==> config.mk <==
export PLATFORM = sky130hd
export DESIGN_NAME = spdif_transmitter
export DESIGN_NICKNAME = d
export VERILOG_FILES = /design/src/rtl/spdif_pkg.sv /design/src/rtl/spdif_biphase_encoder.sv /design/src/rtl/spdif_transmitter.sv
export SDC_FILE = /design/constraint.sdc
export NUM_CORES = 1
export LEC_CHECK = 0
export BUFFER_PORTS_ARGS = -buffer_cell sky130_fd_sc_hd__buf_2
export CORE_ASPECT_RATIO = 1.2
export CORE_MARGIN = 2
export CORE_UTILIZATION = 50
export CTS_BUF_LIST = sky130_fd_sc_hd__clkbuf_4 sky130_fd_sc_hd__clkbuf_8
export CTS_CLUSTER_DIAMETER = 120
export DETAILED_ROUTE_END_ITERATION = 12
export GPL_TIMING_DRIVEN = 0
export HOLD_SLACK_MARGIN = 0.06
export PLACE_DENSITY = 0.69
export SLEW_MARGIN = 10
export SYNTH_ARGS = -nofsm -noshare
export SYNTH_HDL_FRONTEND = slang
export SYNTH_SLANG_ARGS = --single-unit
==> constraint.sdc <==
create_clock -name Clk -period 2.47 [get_ports Clk]
set_clock_uncertainty 0.1 [all_clocks]
set_input_delay 0.247 -clock Clk [delete_from_list [all_inputs] [get_ports Clk]]
set_output_delay 0.247 -clock Clk [all_outputs]
set_load 0.005 [all_outputs]
==> src/rtl/spdif_pkg.sv <==
// Shared constants, types and the subframe assembly helper for the S/PDIF transmitter.
package spdif_pkg;

    localparam int unsigned SLOTS_PER_SUB    = 32;
    localparam int unsigned FRAMES_PER_BLOCK = 192;
    localparam int unsigned SAMPLE_W         = 16;
    localparam int unsigned HC_W             = 7;
    localparam int unsigned FRAME_W          = 8;

    // Preamble half-cell patterns, leftmost bit first, for a preceding line level of 0
    localparam logic [7:0] PRE_B = 8'b11101000;
    localparam logic [7:0] PRE_M = 8'b11100010;
    localparam logic [7:0] PRE_W = 8'b11100100;

    // Slot positions inside a subframe
    localparam int unsigned SLOT_AUX_FIRST = 4;
    localparam int unsigned SLOT_AUDIO_LSB = 12;
    localparam int unsigned SLOT_V         = 28;
    localparam int unsigned SLOT_U         = 29;
    localparam int unsigned SLOT_C         = 30;
    localparam int unsigned SLOT_P         = 31;

    // Channel-status bit indices
    localparam int unsigned CS_COPY_BIT = 2;
    localparam int unsigned CS_FS_FIRST = 24;
    localparam int unsigned CS_FS_LAST  = 27;

    typedef logic [SLOTS_PER_SUB-1:0] subframe_t;

    // Slot-indexed subframe word; preamble slots stay zero, parity is even over slots 4..30
    function automatic subframe_t build_subframe(input logic [SAMPLE_W-1:0] sample,
                                                 input logic cs_bit);
        subframe_t w;
        w = '0;
        w[SLOT_AUDIO_LSB +: SAMPLE_W] = sample;
        w[SLOT_V] = 1'b0;
        w[SLOT_U] = 1'b0;
        w[SLOT_C] = cs_bit;
        w[SLOT_P] = ^w[SLOT_P-1:SLOT_AUX_FIRST];
        return w;
    endfunction

endpackage

==> src/rtl/spdif_biphase_encoder.sv <==
// Biphase-mark line encoder: owns the line level and the preamble polarity.
module spdif_biphase_encoder (
    input  logic clk,
    input  logic clear,
    input  logic tick,
    input  logic is_pre,
    input  logic pre_first,
    input  logic pre_bit,
    input  logic data_bit,
    input  logic phase,
    output logic line
);

    logic pre_inv;
    logic inv;
    logic level_next;

    // Next half-cell level: preamble pattern relative to the entry level, else biphase-mark toggles
    always_comb begin
        inv        = pre_first ? line : pre_inv;
        level_next = line;
        if (is_pre) begin
            level_next = pre_bit ^ inv;
        end else if (!phase) begin
            level_next = ~line;
        end else begin
            level_next = line ^ data_bit;
        end
    end

    // Line register and latched preamble polarity, both advanced only on a half-cell strobe
    always_ff @(posedge clk) begin
        if (clear) begin
            line    <= 1'b0;
            pre_inv <= 1'b0;
        end else if (tick) begin
            line <= level_next;
            if (is_pre && pre_first) begin
                pre_inv <= line;
            end
        end
    end

endmodule

==> src/rtl/spdif_transmitter.sv <==
// IEC 60958 consumer S/PDIF transmitter: frame assembly, channel status and biphase output.
module spdif_transmitter
    import spdif_pkg::*;
#(
    parameter logic       COPY_PERMIT = 1'b1,
    parameter logic [3:0] FS_CODE     = 4'b0100,
    parameter int unsigned HALF_CELLS = 128
) (
    input  logic                Clk,
    input  logic                Reset,
    input  logic                Clk_Ena,
    input  logic                Enable,
    input  logic                Mute,
    input  logic                Audio_Valid,
    input  logic [SAMPLE_W-1:0] Audio_L,
    input  logic [SAMPLE_W-1:0] Audio_R,
    output logic                S_PDIF_Out,
    output logic                Frame_Start,
    output logic                Block_Start,
    output logic                Underrun
);

    logic [HC_W-1:0]     hc;
    logic [FRAME_W-1:0]  frame_idx;
    logic [SAMPLE_W-1:0] hold_l;
    logic [SAMPLE_W-1:0] hold_r;
    logic                new_flag;
    subframe_t           sub_l;
    subframe_t           sub_r;

    logic       tick;
    logic       load;
    logic       cs_bit;
    logic [4:0] slot;
    logic [2:0] pre_idx;
    logic [7:0] pre_word;
    logic       pre_bit;
    logic       data_bit;

    assign tick = Clk_Ena && Enable;
    assign load = tick && (hc == '0);

    // Channel-status bit for the current frame index
    always_comb begin
        cs_bit = 1'b0;
        if (frame_idx == FRAME_W'(CS_COPY_BIT)) begin
            cs_bit = COPY_PERMIT;
        end else if (frame_idx >= FRAME_W'(CS_FS_FIRST) && frame_idx <= FRAME_W'(CS_FS_LAST)) begin
            cs_bit = FS_CODE[2'(3) - frame_idx[1:0]];
        end
    end

    // Half-cell decode into preamble pattern bit and subframe data bit
    always_comb begin
        slot     = hc[5:1];
        pre_idx  = hc[2:0];
        pre_word = PRE_W;
        if (!hc[6]) begin
            pre_word = (frame_idx == '0) ? PRE_B : PRE_M;
        end
        pre_bit  = pre_word[3'(7) - pre_idx];
        data_bit = hc[6] ? sub_r[slot] : sub_l[slot];
    end

    // Half-cell and frame counters; held at zero while disabled
    always_ff @(posedge Clk) begin
        if (Reset || !Enable) begin
            hc        <= '0;
            frame_idx <= '0;
        end else if (Clk_Ena) begin
            if (hc == HC_W'(HALF_CELLS - 1)) begin
                hc        <= '0;
                frame_idx <= (frame_idx == FRAME_W'(FRAMES_PER_BLOCK - 1)) ? '0
                                                                          : frame_idx + FRAME_W'(1);
            end else begin
                hc <= hc + HC_W'(1);
            end
        end
    end

    // Sample handshake: a same-cycle Audio_Valid wins over the load clearing the flag
    always_ff @(posedge Clk) begin
        if (Reset) begin
            hold_l   <= '0;
            hold_r   <= '0;
            new_flag <= 1'b0;
        end else if (Audio_Valid) begin
            hold_l   <= Audio_L;
            hold_r   <= Audio_R;
            new_flag <= 1'b1;
        end else if (load) begin
            new_flag <= 1'b0;
        end
    end

    // Subframe words captured from the holding registers at frame load
    always_ff @(posedge Clk) begin
        if (Reset) begin
            sub_l <= '0;
            sub_r <= '0;
        end else if (load) begin
            sub_l <= build_subframe(Mute ? '0 : hold_l, cs_bit);
            sub_r <= build_subframe(Mute ? '0 : hold_r, cs_bit);
        end
    end

    // Frame-level strobes, aligned with half-cell 0 on the line
    always_ff @(posedge Clk) begin
        if (Reset) begin
            Frame_Start <= 1'b0;
            Block_Start <= 1'b0;
            Underrun    <= 1'b0;
        end else begin
            Frame_Start <= load;
            Block_Start <= load && (frame_idx == '0);
            Underrun    <= load && !new_flag;
        end
    end

    spdif_biphase_encoder u_encoder (
        .clk       (Clk),
        .clear     (Reset || !Enable),
        .tick      (tick),
        .is_pre    (hc[5:3] == 3'd0),
        .pre_first (pre_idx == 3'd0),
        .pre_bit   (pre_bit),
        .data_bit  (data_bit),
        .phase     (hc[0]),
        .line      (S_PDIF_Out)
    );

endmodule

### Word level (Yosys, flattened, before mapping)

Index checks and enable logic that the tools add are counted.

* register bits after elaboration: 89
* input bits: 38
* output and inout port bits: 4

* add/sub/neg operators: 4
* magnitude comparators: 5
* eq/ne operators: 3
* muxes and demuxes: 22
* bitwise gates (word level): 3
* reductions and logical operators: 18

Operators with widths (number)
* $reduce_xor A27 Y1: 2
* $mux W16: 2
* $mux W1: 12
* $bmux W1 S5: 2
* $add A8 B1 Y8 const B: 1
* $eq A8 B2 Y1 const B: 1
* $eq A8 B8 Y1 const B: 1
* $ge A8 B5 Y1 const B: 1
* $le A8 B5 Y1 const B: 1
* $logic_not A8 Y1: 1
* $mux W4: 2
* $mux W8: 1
* $add A7 B1 Y7 const B: 1
* $eq A7 B7 Y1 const B: 1
* $logic_not A7 Y1: 1
* $mux W7: 1
* $logic_and A1 B1 Y1: 6
* $logic_not A3 Y1: 2
* $lt A5 B6 Y1 const B: 1
* $lt A3 B4 Y1 const B: 1
* $reduce_and A2 Y1: 2
* $bmux W1 S3: 1
* $lt A2 B3 Y1 const B: 1
* $sub A3 B3 Y3 const A: 1
* other kinds (7): 9

### Longest topological paths before layout

Gate-level depths: netlist of the first run.

* depth in word-level cells: 7
* depth in mapped cells: 11
* depth with buffers taken out: 8

### By module

A second synthesis of the first run with hierarchy kept.

* cells, all modules: 450
* area, all modules: 4189.0 sq um

Modules (own cells, without submodules)
* spdif_transmitter: times used 1, cells each 433, area an instance 4051.4 sq um, seq. area each 1721.7 sq um
* spdif_biphase_encoder: times used 1, cells each 17, area an instance 137.6 sq um, seq. area each 40.0 sq um

### Least setup slack after synthesis of the first run

OpenSTA, ideal clock, no wires.

* path kind: register -> register
* from: register hc[4]
* to: register sub_l[27]
* library setup time: 128 ps
* arrival: 1730 ps
* setup slack: 512 ps
* stages on the path, launching flop included: 10
* period minus slack after synthesis: 1958 ps
* cell sequence: dfxtp_1 buf_6 or3_4 nor3_2 nand2b_1 buf_2 buf_2 buf_2 a21oi_1 nor2_1

* cells in the longest elaborated chain, start to end: 2

RTL lines
* from (decl): RTL line spdif_transmitter.sv:23 `logic [HC_W-1:0] hc;`
* from (signal assigned): RTL line spdif_transmitter.sv:76 `hc <= hc + HC_W'(1);`
* $logic_not A7 Y1: RTL line spdif_transmitter.sv:41 `assign load = tick && (hc == '0);`
* $logic_and A1 B1 Y1: RTL line spdif_transmitter.sv:41
* to (signal assigned): RTL line spdif_transmitter.sv:102 `sub_l <= build_subframe(Mute ? '0 : hold_l, cs_bit);`
* to (decl): RTL line spdif_transmitter.sv:28 `subframe_t sub_l;`

No other way between the ends.
A chain may end at the register's enable or synchronous reset.

### Worst setup path after layout of the first run

* from: register hc[5]
* to: register sub_r[16]

* cells in the longest elaborated chain, start to end: 2

RTL lines
* $logic_not A7 Y1: RTL line spdif_transmitter.sv:41
* $logic_and A1 B1 Y1: RTL line spdif_transmitter.sv:41
* to (signal assigned): RTL line spdif_transmitter.sv:103 `sub_r <= build_subframe(Mute ? '0 : hold_r, cs_bit);`
* to (decl): RTL line spdif_transmitter.sv:29 `subframe_t sub_r;`

No other way between the ends.

==> results of run 1 <==
## logic make-up after synthesis
kind of cell | Yosys count
and+or+nand+nor | 178
DFF | 88
AOI/OAI and AO/OA | 55
muxes | 51
buffers and inverters | 43
xor gates and xnor gates | 38
adders and majority gates | 6
## registers in the layout (all words and copies together), names as in the netlist
name	cells
sub_r	18
Block_Start	1
Frame_Start	1
u_encoder.line	1
u_encoder.pre_inv	1
hold_l	16
Underrun	1
sub_l	17
new_flag	1
hold_r	16
hc	7
frame_idx	8
## per-layer routing
layer  part of all wire  GRT usage
met4              0.015    0.06813
met2               0.50     0.3761
met5                  0          0
met3              0.042    0.04286
met1               0.44     0.2767
## metrics by stage
| step | power (mW) | instance area, µm² |
|---|---|---|
| final | 3.176 | 5089 |
| after global routing | 3.288 | 5089 |
| after CTS | 3.188 | 5087 |
| after detailed placement | 1.874 | 4531 |
| after global placement | 1.866 | 4531 |
| after floorplan | 1.775 | 4198 |
## power by group
part,internal [mW],switching (mW)
clock network,0.778,0.520
logic,0.196,0.177
registers,1.46,0.0395
## timing repair
action | in CTS | in global routing
hold buffers | 29 | 0
setup endpoints to repair | 0 | 1
hold endpoints to repair | 29 | 0
resized for setup | 0 | 1
## layout make-up
type / count / area (µm²)
fillers: 713 / 3064
inverters: 9 / 33.78
flip-flops and latches: 88 / 1762
plain buffers: 34 / 155.1
clock buffers: 9 / 123.9
repair buffers: 67 / 480.5
multi-input cells: 328 / 2248
well taps: 114 / 142.6
clock inverters: 7 / 142.6
## tightest hold or removal path: stages
cell     delay [ps]
buf_2            80
mux2i_1          60
nor2_1           80
## worst max-delay path by stage
stage                     startpoint        endpoint  slack [ps]  cells past startpoint
after floorplan                hc[4]       sub_l[27]         510                      9
after global placement         hc[2]  u_encoder.line         140                      7
after detailed placement       hc[2]  u_encoder.line         130                      7
after CTS                      hc[2]  u_encoder.line          90                      7
after global routing           hc[0]    frame_idx[4]           7                      6
final                          hc[5]       sub_r[16]         170                      9
## synth_stat cells, drive strengths merged (2+ instances only)
cell type  count
dfxtp         88
nor2          86
mux2i         45
a21oi         37
nor3b         33
xnor2         29
clkbuf        20
buf           14
nand2         14
nand3         13
inv            9
nand4          7
xor2           7
ha             6
mux4           5
nand2b         5
nor3           5
o21ai          4
or3            3
and4           2
nand3b         2
nor2b          2
o2111ai        2
o32ai          2
or4            2
xnor3          2
==> reports/results.txt, run 1 <==
Row Count: 36
PwrDens: 624.1 nW/µm²
Flop2flop setup slack: 170 ps
Worst path max stage delay: 380 ps
Detailed Route WL: 9544 µm
Setup WS pre-CTS: 126.8 ps
Finish-stage setup viols: 0
TritonCTS Buffers: 9
Distinct cell type count after synthesis: 45
Clock transition at the registers of the reported paths: 90 ps
Grt ovf: 0
Peak Freq: 0.4353 GHz
First-pass DRT Iterations: 4
Post-CTS setup buffers: 0
Number of synthesized flops with an enable pin: 0
Fin crit period: 2297 ps
Post-DP HPWL: 6758 µm
Ys async rst share: 0
I/O Pins: 42
Compound-Gate Fraction of Synth Area: 0.07750
Worst vdd ir: 0.5419 mV
Adder-Cell Fraction of Synth Area: 0.01788
IO buf count: 38
CP cell instances: buf_2 > or3_4 > nor3_2 > nand2b_1 > buf_2 > buf_2 > buf_2 > a21oi_1 > nor2_1
Vias in the first global route: 3458
Endpoints failing hold: 0
Tcrit/Tclk final: 0.9301
Mapped cell area: 4198 µm²
Crit path max-delay cell type: or3_4
Yosys top cell area share: 0.4197
Placed cell count: 611
Reg-to-Reg Start: hc[5]
Synth Area per Inst: 9.145 µm²
Starting Density: 0.5149
CTS tree: done
Worst skew pair latency: 350 ps
Main combinational cell family by area after synthesis: simple AND/OR/NAND/NOR gates
Total of max-cap violations: 0
Final setup margin: 172.7 ps
Critical path data required time: 2600 ps
Clock buffer depth: 2
Buffers & Inverters on Critical Path: 4
Worst r2r path cells: 9
Slew @ Worst Pin: 913.8 ps
Synth Area in Simple Gates: 0.2176
Layout Cells excl Fill: 656
Die W: 87.65 µm
Setup CP Type: reg2reg
Nets@finish: 581
Antenna violations before repair: 0
Pin count of the biggest net entering global routing: 16
Slew margin rel.: 0.3908
Mapped Cells: 459
Post-route ant nets: 0
Die ar.: 9148 µm²
HP Start: Audio_R[3]
First-pass GRT wire length: 16100 µm
Most frequent cells in the layout: dfxtp_1, nor2_1, buf_2
RSZ-0062 raised after global routing: false
Number of antenna repair diodes: 0
Data arrival, critical path: 2420 ps
Vias/cell: 5.313
Routed vias: 3485
Dominant synthesized flop cell: dfxtp_1
Final core utilization: 0.6242
Status: complete, no violations
Most used cell along the critical path: buf_2
Register area share after synthesis: 0.4197
Iter 0 DRT Violations: 194
Startpoint Class: flop
Reg2reg end: sub_r[16]
Yosys reg bits: 88
Overall routing resource usage: 0.2207
Final Max Slew Viols: 0
Area growth, synth to finish: 21.22%
Hold Path End: hold_r[3]
Mapped Nets: 503
Hold path depth: 3
Endpoint class of the critical path: flop
DRC Markers: 0
Synth area leader: dfxtp_1
H-tree depth: 3
Final setup TNS: 0 ps
Synth top area cells: dfxtp_1, mux2i_1, nor2_1
Routed len/inst: 14.55 µm
Crit-path leading delay family: simple AND/OR/NAND/NOR gates
Core area: 8153 µm²
Chip height: 104.4 µm
Final hold slack: 63.64 ps
Static leakage: 1.951 nW
Most common cell after layout, fill and taps aside: dfxtp_1
Root Buffer: clkbuf_8
Synthesis Warnings: 0
TritonCTS Sinks: 88
Worst hold path type: in2reg
Global placement routability congestion: 0.8431
Layout cell share with drive strength beyond 1: 0.1439
XOR/XNOR share of the synthesized area: 0.08584
Worst Path Max Fanout: 10
Mux cell area share after synthesis: 0.1368
No activity file was read; power rests on OpenSTA's default activity.
==> run 2: changes to the inputs <==
--- a/config.mk
+++ b/config.mk
@@ -7,7 +7,7 @@
 export LEC_CHECK = 0
 export BUFFER_PORTS_ARGS = -buffer_cell sky130_fd_sc_hd__buf_2
 export CORE_ASPECT_RATIO = 1.2
-export CORE_MARGIN = 2
+export CORE_MARGIN = 1
 export CORE_UTILIZATION = 50
 export CTS_BUF_LIST = sky130_fd_sc_hd__clkbuf_4 sky130_fd_sc_hd__clkbuf_8
 export CTS_CLUSTER_DIAMETER = 120
@@ -15,6 +15,7 @@
 export GPL_TIMING_DRIVEN = 0
 export HOLD_SLACK_MARGIN = 0.06
 export PLACE_DENSITY = 0.69
+export SETUP_SLACK_MARGIN = 0.5
 export SLEW_MARGIN = 10
 export SYNTH_ARGS = -nofsm -noshare
 export SYNTH_HDL_FRONTEND = slang
==> run 2 against run 1 <==
  * Power down 13%
  * Largest power group unchanged
  * Clock power decreased by 35%
  * Routed wire length increased by 4.9%
==> reports/results.txt, run 2 (synthesized netlist as in run 1, its figures left out) <==
PwrDens: 511.5 nW/µm² (was 624.1 nW/µm²)
Final Max Slew Viols: 0 (unchanged)
Max reg flops: 18 (unchanged)
Critical path data required time: 2680 ps (was 2600 ps)
Area growth, synth to finish: 29.03% (was 21.22%)
I/O Pins: 42 (unchanged)
Overall routing resource usage: 0.2399 (was 0.2207)
Root Buffer: clkbuf_8 (unchanged)
Number of antenna repair diodes: 0 (unchanged)
Nets@finish: 597 (was 581)
TritonCTS Sinks: 88 (unchanged)
Row Count: 36 (unchanged)
Post-DP HPWL: 6547 µm (was 6758 µm)
Worst hold path type: in2reg (unchanged)
Finish-stage setup viols: 0 (unchanged)
Worst vdd ir: 0.3518 mV (was 0.5419 mV)
Post-route ant nets: 0 (unchanged)
Routed len/inst: 14.96 µm (was 14.55 µm)
Largest Register: sub_r (unchanged)
Tcrit/Tclk final: 0.8329 (was 0.9301)
Slew margin rel.: 0.4002 (was 0.3908)
Clock transition at the registers of the reported paths: 80 ps (was 90 ps)
Vias/cell: 5.323 (was 5.313)
Slew @ Worst Pin: 899.6 ps (was 913.8 ps)
Worst r2r path cells: 7 (was 9)
Starting Density: 0.5149 (unchanged)
Layout cell share with drive strength beyond 1: 0.2450 (was 0.1439)
H-tree depth: 3 (unchanged)
Hold path depth: 3 (unchanged)
Fill cell count: 666 (was 713)
Endpoint class of the critical path: flop (unchanged)
Placed inst area: 4531 µm² (unchanged)
Clock buffer depth: 2 (unchanged)
Worst skew pair latency: 360 ps (was 350 ps)
CTS tree: done (unchanged)
Die W: 85.65 µm (was 87.65 µm)
Chip height: 102.4 µm (was 104.4 µm)
Fin crit period: 2057 ps (was 2297 ps)
Most frequent cells in the layout: nor2_1, dfxtp_1, mux2i_1 (was dfxtp_1, nor2_1, buf_2)
TritonCTS Buffers: 9 (unchanged)
Global placement routability congestion: 0.8177 (was 0.8431)
Die ar.: 8767 µm² (was 9148 µm²)
Static leakage: 2.072 nW (was 1.951 nW)
Data arrival, critical path: 2260 ps (was 2420 ps)
Core area: 8153 µm² (unchanged)
Setup CP Type: reg2reg (unchanged)
Peak Freq: 0.4861 GHz (was 0.4353 GHz)
Final setup TNS: 0 ps (unchanged)
Cell area after layout: 5416 µm² (was 5089 µm²)
Vias in the first global route: 3487 (was 3458)
First-pass GRT wire length: 16290 µm (was 16100 µm)
DRC Markers: 0 (unchanged)
RSZ-0062 raised after global routing: true (was false)
Routed vias: 3561 (was 3485)
Endpoints failing hold: 0 (unchanged)
First-pass DRT Iterations: 4 (unchanged)
Startpoint Class: flop (unchanged)
Worst Path Max Fanout: 6 (was 10)
Most common cell after layout, fill and taps aside: nor2_1 (was dfxtp_1)
Detailed Route WL: 10010 µm (was 9544 µm)
Total of max-cap violations: 0 (unchanged)
IO buf count: 38 (unchanged)
Status: complete, no violations (unchanged)
Antenna violations before repair: 0 (unchanged)
Pin count of the biggest net entering global routing: 14 (was 16)
Grt ovf: 0 (unchanged)
Iter 0 DRT Violations: 149 (was 194)
Flop2flop setup slack: 410 ps (was 170 ps)
Top flop regs: sub_r: 18 flops, sub_l: 17 flops (unchanged)
Total power: 2.771 mW (was 3.176 mW)
run 2: cell types whose count changed in the layout (fill, tap and decap cells not counted), sizes merged:
cell,before,now
dlygate4sd3,29,32
bufinv,4,0
clkbuf,30,27
inv,10,9
clkinvlp,0,2
buf,51,67
run 2: where the power goes:
group	internal [mW]	switching (mW)
Sequential	1.46	0.0412
Combinational	0.226	0.197
Clock	0.345	0.497
Total	2.04	0.736
run 2: critical path, stage by stage, from the launching register on:
cell,delay (ps)
dfxtp_2,340
buf_6,140
buf_4,140
mux4_2,520
a311oi_2,240
o2111ai_2,180
mux2_2,300
nand2_1,50
run 2: what timing repair did:
item,CTS,global route
buffers inserted,11,2
endpoints found under the setup margin,45,49
endpoints found under the hold margin,32,0
gates resized for setup,32,57
hold buffers,32,0
pin swaps,6,6
cloned,0,0
run 2: final timing paths:
path | endpoint | startpoint
setup reg to reg | u_encoder.line | hc[1]
hold / removal | hc[1] | Clk_Ena
setup / recovery | u_encoder.line | hc[1]
hold reg to reg | Underrun | new_flag
run 2: area by class of cell:
| type | count | area, µm² | share of cell area |
|---|---|---|---|
| timing repair buffer | 83 | 623.1 | 0.1150 |
| clock buffer | 9 | 123.9 | 0.02287 |
| tap | 114 | 142.6 | 0.02633 |
| multi-input combinational | 328 | 2482 | 0.4583 |
| inverter | 9 | 33.78 | 0.006237 |
| sequential | 88 | 1768 | 0.3264 |
| buffer | 34 | 217.7 | 0.04019 |
| clock inverter | 4 | 25.02 | 0.004620 |
run 2: metrics by stage:
stage / worst slack (ps) / util / hold WS (ps) / instances
2_1_floorplan: 512.4 / - / 294.3 / 459
3_3_place_gp: 145.4 / 0.5557 / 320.2 / 611
3_5_place_dp: 152.7 / 0.5557 / 322.6 / 611
4_1_cts: 404.4 / 0.6363 / 180.3 / 667
5_1_grt: 359.4 / 0.6644 / 188.2 / 669
6_report: 412.9 / 0.6644 / 180.4 / 669
run 2: metal layers:
layer / share of wire / vias up / global-route usage
li1: - / 1767 / -
met1: 0.43 / 1686 / 0.2842
met2: 0.50 / 89 / 0.4252
met3: 0.041 / 19 / 0.04523
met4: 0.024 / 0 / 0.1038
met5: 0 / - / 0
